==> src/rtl/imem_loader_pkg.sv <==
// imem_loader shared constants and types.
// State encoding and memory geometry for the program loader.
package imem_loader_pkg;

  localparam int MEM_BYTES = 128;
  localparam int ADDR_SIZE = 7;
  localparam int MAX_INST  = 32;

  typedef enum logic [2:0] {
    ST_IDLE,
    ST_HDR,
    ST_DATA,
    ST_CSUM,
    ST_DONE,
    ST_ERR
  } state_t;

  // Byte address of the last instruction byte for a frame of n words.
  // n==32 gives 0-1, which lands on 127 in 7 bits.
  function automatic logic [ADDR_SIZE-1:0] last_addr(
    input logic [4:0] n
  );
    logic [ADDR_SIZE-1:0] a;
    a = {n, 2'b00};
    return a - 7'd1;
  endfunction

endpackage

==> src/rtl/imem_loader_if.sv <==
// imem_loader stream and memory write bus.
// Master side feeds bytes and observes writes; slave is the loader.
interface imem_loader_if;
  import imem_loader_pkg::*;

  logic                 s_valid;
  logic [7:0]           s_data;
  logic                 s_ready;
  logic                 mem_wr_en;
  logic [ADDR_SIZE-1:0] mem_wr_addr;
  logic [7:0]           mem_wr_data;

  modport master (
    output s_valid,
    output s_data,
    input  s_ready,
    input  mem_wr_en,
    input  mem_wr_addr,
    input  mem_wr_data
  );

  modport slave (
    input  s_valid,
    input  s_data,
    output s_ready,
    output mem_wr_en,
    output mem_wr_addr,
    output mem_wr_data
  );

endinterface

==> src/rtl/imem_loader.sv <==
// imem_loader: framed byte stream into instruction memory.
// Frame is [N][4N bytes][XOR]; cpu_en is released on a good checksum.
module imem_loader
  import imem_loader_pkg::*;
(
  input  logic         CLK,
  input  logic         RST,
  input  logic         start,
  input  logic         abort,
  imem_loader_if.slave bus,
  output logic         busy,
  output logic         done,
  output logic         err,
  output logic         cpu_en,
  output logic [5:0]   inst_count
);

  state_t               r_state;
  state_t               w_next;
  logic [ADDR_SIZE-1:0] r_cnt;
  logic [7:0]           r_csum;
  logic [5:0]           r_n;
  logic                 r_wr_en;
  logic [ADDR_SIZE-1:0] r_wr_addr;
  logic [7:0]           r_wr_data;

  logic w_busy;
  logic w_hs;
  logic w_last;
  logic w_bad_n;
  logic w_clear;
  logic w_wr;

  assign w_busy = (r_state == ST_HDR)
               || (r_state == ST_DATA)
               || (r_state == ST_CSUM);
  assign w_hs    = bus.s_valid & w_busy;
  assign w_last  = (r_cnt == last_addr(r_n[4:0]));
  assign w_bad_n = (bus.s_data == 8'd0)
                || (bus.s_data > 8'(MAX_INST));
  assign w_clear = start & ~abort
                 & ((r_state == ST_IDLE)
                 || (r_state == ST_DONE)
                 || (r_state == ST_ERR));
  assign w_wr    = w_hs & ~abort & (r_state == ST_DATA);

  // State register.
  always_ff @(posedge CLK or posedge RST) begin
    if (RST) r_state <= ST_IDLE;
    else     r_state <= w_next;
  end

  // Next-state: abort overrides all stream activity.
  always_comb begin
    w_next = r_state;
    if (abort) begin
      w_next = ST_IDLE;
    end else begin
      unique case (r_state)
        ST_IDLE: if (start) w_next = ST_HDR;
        ST_HDR:
          if (w_hs) w_next = w_bad_n ? ST_ERR : ST_DATA;
        ST_DATA:
          if (w_hs && w_last) w_next = ST_CSUM;
        ST_CSUM:
          if (w_hs)
            w_next = (bus.s_data == r_csum) ? ST_DONE : ST_ERR;
        ST_DONE: if (start) w_next = ST_HDR;
        ST_ERR:  if (start) w_next = ST_HDR;
        default: w_next = ST_IDLE;
      endcase
    end
  end

  // Counter, checksum and captured N.
  always_ff @(posedge CLK or posedge RST) begin
    if (RST) begin
      r_cnt  <= '0;
      r_csum <= '0;
      r_n    <= '0;
    end else if (w_clear) begin
      r_cnt  <= '0;
      r_csum <= '0;
      r_n    <= '0;
    end else if (w_hs && !abort) begin
      if (r_state == ST_HDR) r_n <= bus.s_data[5:0];
      if (r_state == ST_DATA) begin
        r_csum <= r_csum ^ bus.s_data;
        if (!w_last) r_cnt <= r_cnt + 7'd1;
      end
    end
  end

  // Registered write port, one cycle behind the handshake.
  always_ff @(posedge CLK or posedge RST) begin
    if (RST) begin
      r_wr_en   <= 1'b0;
      r_wr_addr <= '0;
      r_wr_data <= '0;
    end else begin
      r_wr_en <= w_wr;
      if (w_wr) begin
        r_wr_addr <= r_cnt;
        r_wr_data <= bus.s_data;
      end
    end
  end

  assign bus.s_ready     = w_busy;
  assign bus.mem_wr_en   = r_wr_en;
  assign bus.mem_wr_addr = r_wr_addr;
  assign bus.mem_wr_data = r_wr_data;

  assign busy       = w_busy;
  assign done       = (r_state == ST_DONE);
  assign cpu_en     = (r_state == ST_DONE);
  assign err        = (r_state == ST_ERR);
  assign inst_count = r_n;

endmodule
==> src/flat_wrapper.sv <==
// flat-port wrapper written by rule: the top's interface ports become plain ports
module imem_loader_flat import imem_loader_pkg::*;
  (CLK, RST, start, abort, busy, done, err, cpu_en, inst_count, bus_s_valid, bus_s_data, bus_s_ready, bus_mem_wr_en, bus_mem_wr_addr, bus_mem_wr_data);
  imem_loader_if bus_i ();
  input  logic CLK;
  input  logic RST;
  input  logic start;
  input  logic abort;
  output logic busy;
  output logic done;
  output logic err;
  output logic cpu_en;
  output logic [5:0] inst_count;
  input wire logic [$bits(bus_i.s_valid)-1:0] bus_s_valid;
  input wire logic [$bits(bus_i.s_data)-1:0] bus_s_data;
  output wire logic [$bits(bus_i.s_ready)-1:0] bus_s_ready;
  output wire logic [$bits(bus_i.mem_wr_en)-1:0] bus_mem_wr_en;
  output wire logic [$bits(bus_i.mem_wr_addr)-1:0] bus_mem_wr_addr;
  output wire logic [$bits(bus_i.mem_wr_data)-1:0] bus_mem_wr_data;
  assign bus_i.s_valid = bus_s_valid;
  assign bus_i.s_data = bus_s_data;
  assign bus_s_ready = bus_i.s_ready;
  assign bus_mem_wr_en = bus_i.mem_wr_en;
  assign bus_mem_wr_addr = bus_i.mem_wr_addr;
  assign bus_mem_wr_data = bus_i.mem_wr_data;
  imem_loader u_core (.CLK(CLK), .RST(RST), .start(start), .abort(abort), .bus(bus_i), .busy(busy), .done(done), .err(err), .cpu_en(cpu_en), .inst_count(inst_count));
endmodule
==> config.mk <==
export PLATFORM = sky130hd
export DESIGN_NAME = imem_loader_flat
export DESIGN_NICKNAME = d
export VERILOG_FILES = /design/src/rtl/imem_loader_pkg.sv /design/src/rtl/imem_loader_if.sv /design/src/rtl/imem_loader.sv /design/src/flat_wrapper.sv
export SDC_FILE = /design/constraint.sdc
export NUM_CORES = 1
export LEC_CHECK = 0
export BUFFER_PORTS_ARGS = -buffer_cell sky130_fd_sc_hd__buf_2
export CAP_MARGIN = 10
export CORE_AREA = 2 2 56 71
export CTS_BUF_LIST = sky130_fd_sc_hd__clkbuf_2
export CTS_CLUSTER_DIAMETER = 150
export DETAILED_ROUTE_END_ITERATION = 8
export DIE_AREA = 0 0 58 73
export PLACE_DENSITY = 0.85
export RECOVER_POWER = 100
export SKIP_LAST_GASP = 1
export SYNTH_ARGS = -nofsm -noshare
export SYNTH_HDL_FRONTEND = slang
export SYNTH_SLANG_ARGS = --single-unit
==> constraint.sdc <==
create_clock -name CLK -period 4.4 [get_ports CLK]
set_input_delay 0 -clock CLK [delete_from_list [all_inputs] [get_ports CLK]]
set_output_delay 0 -clock CLK [all_outputs]
set_load 0.005 [all_outputs]
==> impl_metrics.csv, run 1 <==
group,metric,value,unit
logic_synthesis,syn_avg_cell_area,9.21,µm²
grt,grt_pass1_wl,7690,µm
logic_synthesis,syn-num-nets,239,
placed_design,place_congestion,0.862,
grt,grt_max_degree,41,
logic_synthesis,netlist.area_leader.share,48.5,%
grt,antenna_found_initial,0,
worst_hold_path,holdPathStages,3,
power_and_ir_drop,p_leak,1.22,nW
outcome,status,"finished with violations",
sta,fin_crit_sh,50.9,%
sta,skew,0.0255,ns
placed_design,dpl_worst_slack,2.24,ns
logic_synthesis,synthSimpleGateAreaFrac,22.6,%
logic_synthesis,synthAdderAreaFrac,1.21,%
power_and_ir_drop,power.density,274,nW/µm²
logic_synthesis,synth_edf_count,0,
final_layout,final_common_cell,"nand2_1",
logic_synthesis,yosysWarnings,0,
logic_synthesis,muxShareOfSynthArea,6.31,%
placed_design,dp_hpwl,3200,µm
detailed_routing,wl,4730,µm
power_and_ir_drop,ir_drop,0.288,mV
sta,layout_min_cycle_time,2.24,ns
critical_path,ff2ff_path_depth,7,
clocking,worstSkewPairLatency,0.38,ns
die,ios,40,
clocking,cts_tree,"yes",
detailed_routing,wire_per_inst,14.9,µm
sta,tightest_slew,2.16,ns
logic_synthesis,synth_top_family_by_area,"simple AND/OR/NAND/NOR gates",
final_layout,n_antenna_cell,0,
critical_path,cp-start-kind,"flop",
run,cap_violations,1,
logic_synthesis,yosys.area.top_type,"dfrtp_1",
critical_path,critPathKind,"flop to flop",
logic_synthesis,async_flop_share,100,%
clocking,h-tree-depth,2,
clocking,clock_path_buffers,2,
detailed_routing,ant_nets,0,
clocking,cts-root-buf,"clkbuf_2",
sta,rsz0062_at_grt,"no",
final_layout,nets,292,
logic_synthesis,synth-seq-cells,40,
die,rows,25,
placed_design,io_buffers,39,
critical_path,timing.rr.start,"u_core.r_state[1]",
clocking,cts.sinks,40,
sta,fin_setup_tns,0,ns
critical_path,crit_path_max_fanout,31,
outcome,violations,"capacitance limit, slew limit",
sta,max_freq,447,MHz
final_layout,final_area,2430,µm²
worst_hold_path,hold_class,"input port to flop",
sta,setup_viol,0,
logic_synthesis,synth_cell_type_count,40,
grt,grt_pass1_vias,1674,
logic_synthesis,syn_area,2060,µm²
clocking,path_clk_slew,0.21,ns
die,start_util,56.8,%
critical_path,crit_required,4.69,ns
sta,slew_headroom,-44.2,%
critical_path,setup.worst_path.end_class,"flop",
critical_path,regToRegSetupSlack,2.16,ns
logic_synthesis,synth_xor_area_share,6.37,%
worst_hold_path,hold_end,"u_core.r_state[1]",
die,core,3630,µm²
detailed_routing,drcViolationCount,0,
sta,slew_violations,41,
logic_synthesis,synth_compound_area_share,11.3,%
final_layout,area_growth,18.0,%
die,die_x,58,µm
grt,groute.usage.overall,23.7,%
clocking,cts_buffers,5,
critical_path,critPathArrivalTime,2.52,ns
detailed_routing,via_per_inst,5.64,
die,die_y,73,µm
placed_design,dpl_cell_area,2280,µm²
grt,overflow,0,
final_layout,layout_common_cells,"nand2_1 (55), dfrtp_1 (40), buf_2 (27)",
logic_synthesis,synthFlopType,"dfrtp_1",
critical_path,reg2reg_to,"u_core.r_csum[1]",
die,die_area,4230,µm²
sta,hold_viol_final,0,
detailed_routing,first_pass_iters,5,
logic_synthesis,synth_cells,224,
worst_hold_path,worstHoldStart,"abort",
detailed_routing,dr_total_vias,1793,
logic_synthesis,yosys-top-cells-area,"dfrtp_1 (49%), nand2_1 (10%), mux2i_1 (6.3%), xor2_1 (4.2%), o21ai_0 (4.1%)",
detailed_routing,first_iter_violations,107,
sta,setup_slack,2.16,ns
logic_synthesis,synth_seq_area_share,48.5,%
final_layout,utilization,67.1,%
final_layout,layout-drive-gt1-share,14.4,%
[final cells by class]
cell class / instances / area, µm²
flip-flops and latches: 40 / 1000
inverters: 8 / 30.0
fillers: 303 / 1190
multi-input cells: 167 / 981
repair buffers: 55 / 333
clock inverters: 3 / 13.8
clock buffers: 5 / 25.0
well taps: 40 / 50.0
[worst max-delay path, cell delays in order (launching register included)]
cell,delay [ns]
dfrtp_1,0.59
nand4bb_1,0.14
or2_0,0.21
buf_4,0.23
inv_1,0.37
nor2_1,0.22
o21ai_0,0.24
o21ai_0,0.13
[per-layer routing]
metal / routed length, µm / GRT usage (%) / vias up
li1: - / - / 867
met4: 70 / 8.27 / 0
met5: 0 / 0 / -
met2: 2300 / 37.5 / 76
met3: 284 / 5.85 / 6
met1: 2080 / 31.7 / 844
[through the flow]
stage                     power (mW)  std cells  hold slack, ns
after floorplan                0.470        224          0.0631
after global placement         0.507        296           0.135
after detailed placement       0.512        296           0.146
after CTS                      0.674        317         0.00470
after global routing           0.700        318           0.363
final                          0.667        318           0.398
[state kept, by name (all words and copies together) (netlist names)]
signal and flops:
u_core.r_state 3, u_core.bus.mem_wr_en 1, u_core.bus.mem_wr_data 8, u_core.r_cnt 7, u_core.r_csum 8, u_core.bus.mem_wr_addr 7
u_core.inst_count 6
[cells in the mapped netlist, types with 2 or more instances]
master,number
a21oi_1,6
nor2_1,19
nor3_1,3
nand3_1,4
nor4_1,2
dfrtp_1,40
o21ai_0,17
xor2_1,10
buf_1,2
buf_4,2
or3_1,2
ha_1,2
nor2b_1,2
inv_1,8
nand2b_1,4
buf_2,3
nand2_1,55
xnor2_1,5
clkbuf_1,2
a211oi_1,4
mux2i_1,13
[where the power goes]
group	internal (mW)	switching, mW
logic	0.0524	0.0652
registers	0.382	0.0159
clock network	0.0357	0.116
total	0.470	0.197
[cell families (layout without fill, tap and decap cells)]
family / count (synthesis) / after routing
flops: 40 / 40
xor+xnor: 15 / 15
fa+ha+maj: 2 / 2
buf+inv: 17 / 71
compound gates: 37 / 37
simple gates: 100 / 100
mux: 13 / 13
[worst max-delay path by stage]
stage,from,end,depth (start not counted)
2_1_floorplan,u_core.inst_count[0],u_core.r_cnt[3],7
3_3_place_gp,u_core.r_state[1],u_core.r_csum[5],7
3_5_place_dp,u_core.r_state[1],u_core.r_csum[6],7
4_1_cts,u_core.r_state[1],u_core.r_csum[6],7
5_1_grt,RST,u_core.bus.mem_wr_addr[5],4
6_report,u_core.r_state[1],u_core.r_csum[1],7
[repair_timing]
item                      in CTS  in global routing
resized for setup              0                  0
hold buffers                  13                  1
setup buffers                  0                  0
hold endpoints to repair      65                  1
(Power assumes the default switching activity.)
==> inputs of run 2 (changes only) <==
--- a/config.mk
+++ b/config.mk
@@ -7,12 +7,12 @@
 export LEC_CHECK = 0
 export BUFFER_PORTS_ARGS = -buffer_cell sky130_fd_sc_hd__buf_2
 export CAP_MARGIN = 10
-export CORE_AREA = 2 2 56 71
+export CORE_AREA = 2 2 60 77
 export CTS_BUF_LIST = sky130_fd_sc_hd__clkbuf_2
 export CTS_CLUSTER_DIAMETER = 150
 export DETAILED_ROUTE_END_ITERATION = 8
-export DIE_AREA = 0 0 58 73
-export PLACE_DENSITY = 0.85
+export DIE_AREA = 0 0 62 79
+export PLACE_DENSITY = 0.77
 export RECOVER_POWER = 100
 export SKIP_LAST_GASP = 1
 export SYNTH_ARGS = -nofsm -noshare
==> constraint.sdc (replaced) <==
create_clock -name CLK -period 2 [get_ports CLK]
set_input_delay 0 -clock CLK [delete_from_list [all_inputs] [get_ports CLK]]
set_output_delay 0 -clock CLK [all_outputs]
set_load 0.005 [all_outputs]
==> impl_metrics.csv, run 2 (synthesis results as in run 1) <==
group,metric,value,unit
outcome,status,"complete, no violations",
power_and_ir_drop,ir_drop,0.298,mV
final_layout,nFillCells,377,
sta,slew_violations,0,
die,die_x,62,µm
die,ios,40,
detailed_routing,via_per_inst,5.25,
clocking,h-tree-depth,2,
critical_path,cp-start-kind,"flop",
sta,fin_setup_tns,0,ns
sta,hold_viol_final,0,
final_layout,regArea,1000,µm²
placed_design,dpl_cell_area,2350,µm²
detailed_routing,ant_nets,0,
final_layout,layout_common_cells,"nand2_1 (55), dfrtp_1 (40), buf_2 (36)",
grt,antenna_found_initial,0,
die,die_y,79,µm
sta,layout_min_cycle_time,1.90,ns
final_layout,final_common_cell,"nand2_1",
detailed_routing,wire_per_inst,13.2,µm
critical_path,path_buf_inv,1,
detailed_routing,dr_total_vias,1791,
die,die_area,4900,µm²
sta,holdWs,0.238,ns
die,core,4220,µm²
power_and_ir_drop,clkPwrFrac,29.1,%
sta,fin_crit_sh,95.1,%
power_and_ir_drop,p_leak,1.30,nW
sta,setup_viol,0,
final_layout,n_antenna_cell,0,
sta,tightest_slew,1.01,ns
power_and_ir_drop,p_int,1.17,mW
critical_path,crit_path_max_fanout,7,
critical_path,slowest_stage,"dfrtp_1",
critical_path,critPathArrivalTime,2.21,ns
critical_path,crit_family,"compound AO/OA/AOI/OAI gates",
worst_hold_path,hold_class,"input port to flop",
critical_path,critPathKind,"flop to flop",
final_layout,area_growth,24.3,%
clocking,cts.sinks,40,
detailed_routing,first_pass_iters,4,
power_and_ir_drop,p_sw_share,27.2,%
sta,rsz0062_at_grt,"yes",
final_layout,layout-drive-gt1-share,20.8,%
final_layout,multiInputGateArea,1000,µm²
critical_path,setup.worst_path.end_class,"flop",
grt,grt_pass1_wl,7440,µm
clocking,worstSkewPairLatency,0.40,ns
grt,grt_max_degree,41,
grt,grt_pass1_vias,1682,
power_and_ir_drop,p_switching,0.436,mW
sta,setup_slack,0.0979,ns
run,cap_violations,0,
placed_design,io_buffers,39,
clocking,cts-root-buf,"clkbuf_2",
power_and_ir_drop,seq_power_share,54.2,%
sta,slew_headroom,32.7,%
placed_design,dp_hpwl,3070,µm
critical_path,cp_slowest_stage_delay,0.46,ns
clocking,path_clk_slew,0.19,ns
sta,skew,0.0245,ns
final_layout,nets,297,
critical_path,path_cells,"inv_1, ha_1, xnor2_1, a221oi_1, a41o_2, a2111o_1, mux2i_1",
die,start_util,48.8,%
detailed_routing,drcViolationCount,0,
detailed_routing,first_iter_violations,78,
clocking,clock_path_buffers,2,
grt,overflow,0,
power_and_ir_drop,power.density,626,nW/µm²
clocking,cts_tree,"yes",
clocking,cts_buffers,5,
detailed_routing,wl,4520,µm
placed_design,place_congestion,0.811,
power_and_ir_drop,p_comb_share,16.8,%
final_layout,final_area,2560,µm²
critical_path,crit_required,2.31,ns
grt,groute.usage.overall,20.1,%
die,rows,27,
sta,max_freq,526,MHz
placed_design,dpl_worst_slack,0.0781,ns
run 2: timing repair:
action / in CTS / in global routing
hold endpoints to repair: 65 / 0
hold buffers: 13 / 0
setup buffers: 0 / 1
gates resized for setup: 0 / 5
setup endpoints to repair: 0 / 9
run 2: final timing paths:
path	startpoint	end	cells past startpoint	slack (ns)
min	bus_s_data[4]	u_core.r_state[0]	6	0.24
max reg2reg	u_core.inst_count[0]	u_core.r_cnt[3]	7	0.1
min reg2reg	u_core.bus.mem_wr_addr[0]	u_core.bus.mem_wr_addr[0]	2	0.50
max	u_core.inst_count[0]	u_core.r_cnt[3]	7	0.1
min in group asynchronous	RST	u_core.bus.mem_wr_data[4]	4	0.42
max in group asynchronous	RST	u_core.r_state[1]	4	0.94
run 2: metal layers:
layer	share of wire (%)	vias up	wire, µm	track usage [%]
met2	48	50	2180	31.6
met1	46	853	2060	27.1
met4	2.0	0	89	6.81
met5	0	-	0	0
met3	4.2	11	190	4.23
li1	-	877	-	-
run 2: final cells by class:
type	count	area share, %
clock buffer	5	0.976
clock inverter	3	1.46
multi-input combinational	167	39.1
tap	58	2.83
timing repair buffer	60	15.4
inverter	8	1.17
sequential	40	39.0
run 2: power by group through the flow:
stage / sequential, mW / clock [mW] / combinational [mW]
after floorplan: 0.882 / 0 / 0.152
after global placement: 0.881 / 0 / 0.240
after detailed placement: 0.884 / 0 / 0.242
after CTS: 0.869 / 0.483 / 0.263
after global routing: 0.874 / 0.506 / 0.303
final: 0.869 / 0.466 / 0.269
run 2: worst min-delay path: cells and delay by family:
family	cells	cell delay, ns
compound gates	2	0.22
simple gates	2	0.13
buf+inv	1	0.12
xor+xnor	1	0.12
run 2: through the flow:
stage / util (%) / cells / power [mW]
detailed placement: 55.6 / 319 / 1.13
floorplan: - / 224 / 1.03
global placement: 55.6 / 319 / 1.12
global route: 60.7 / 341 / 1.68
finish: 60.7 / 341 / 1.60
CTS: 60.2 / 340 / 1.62
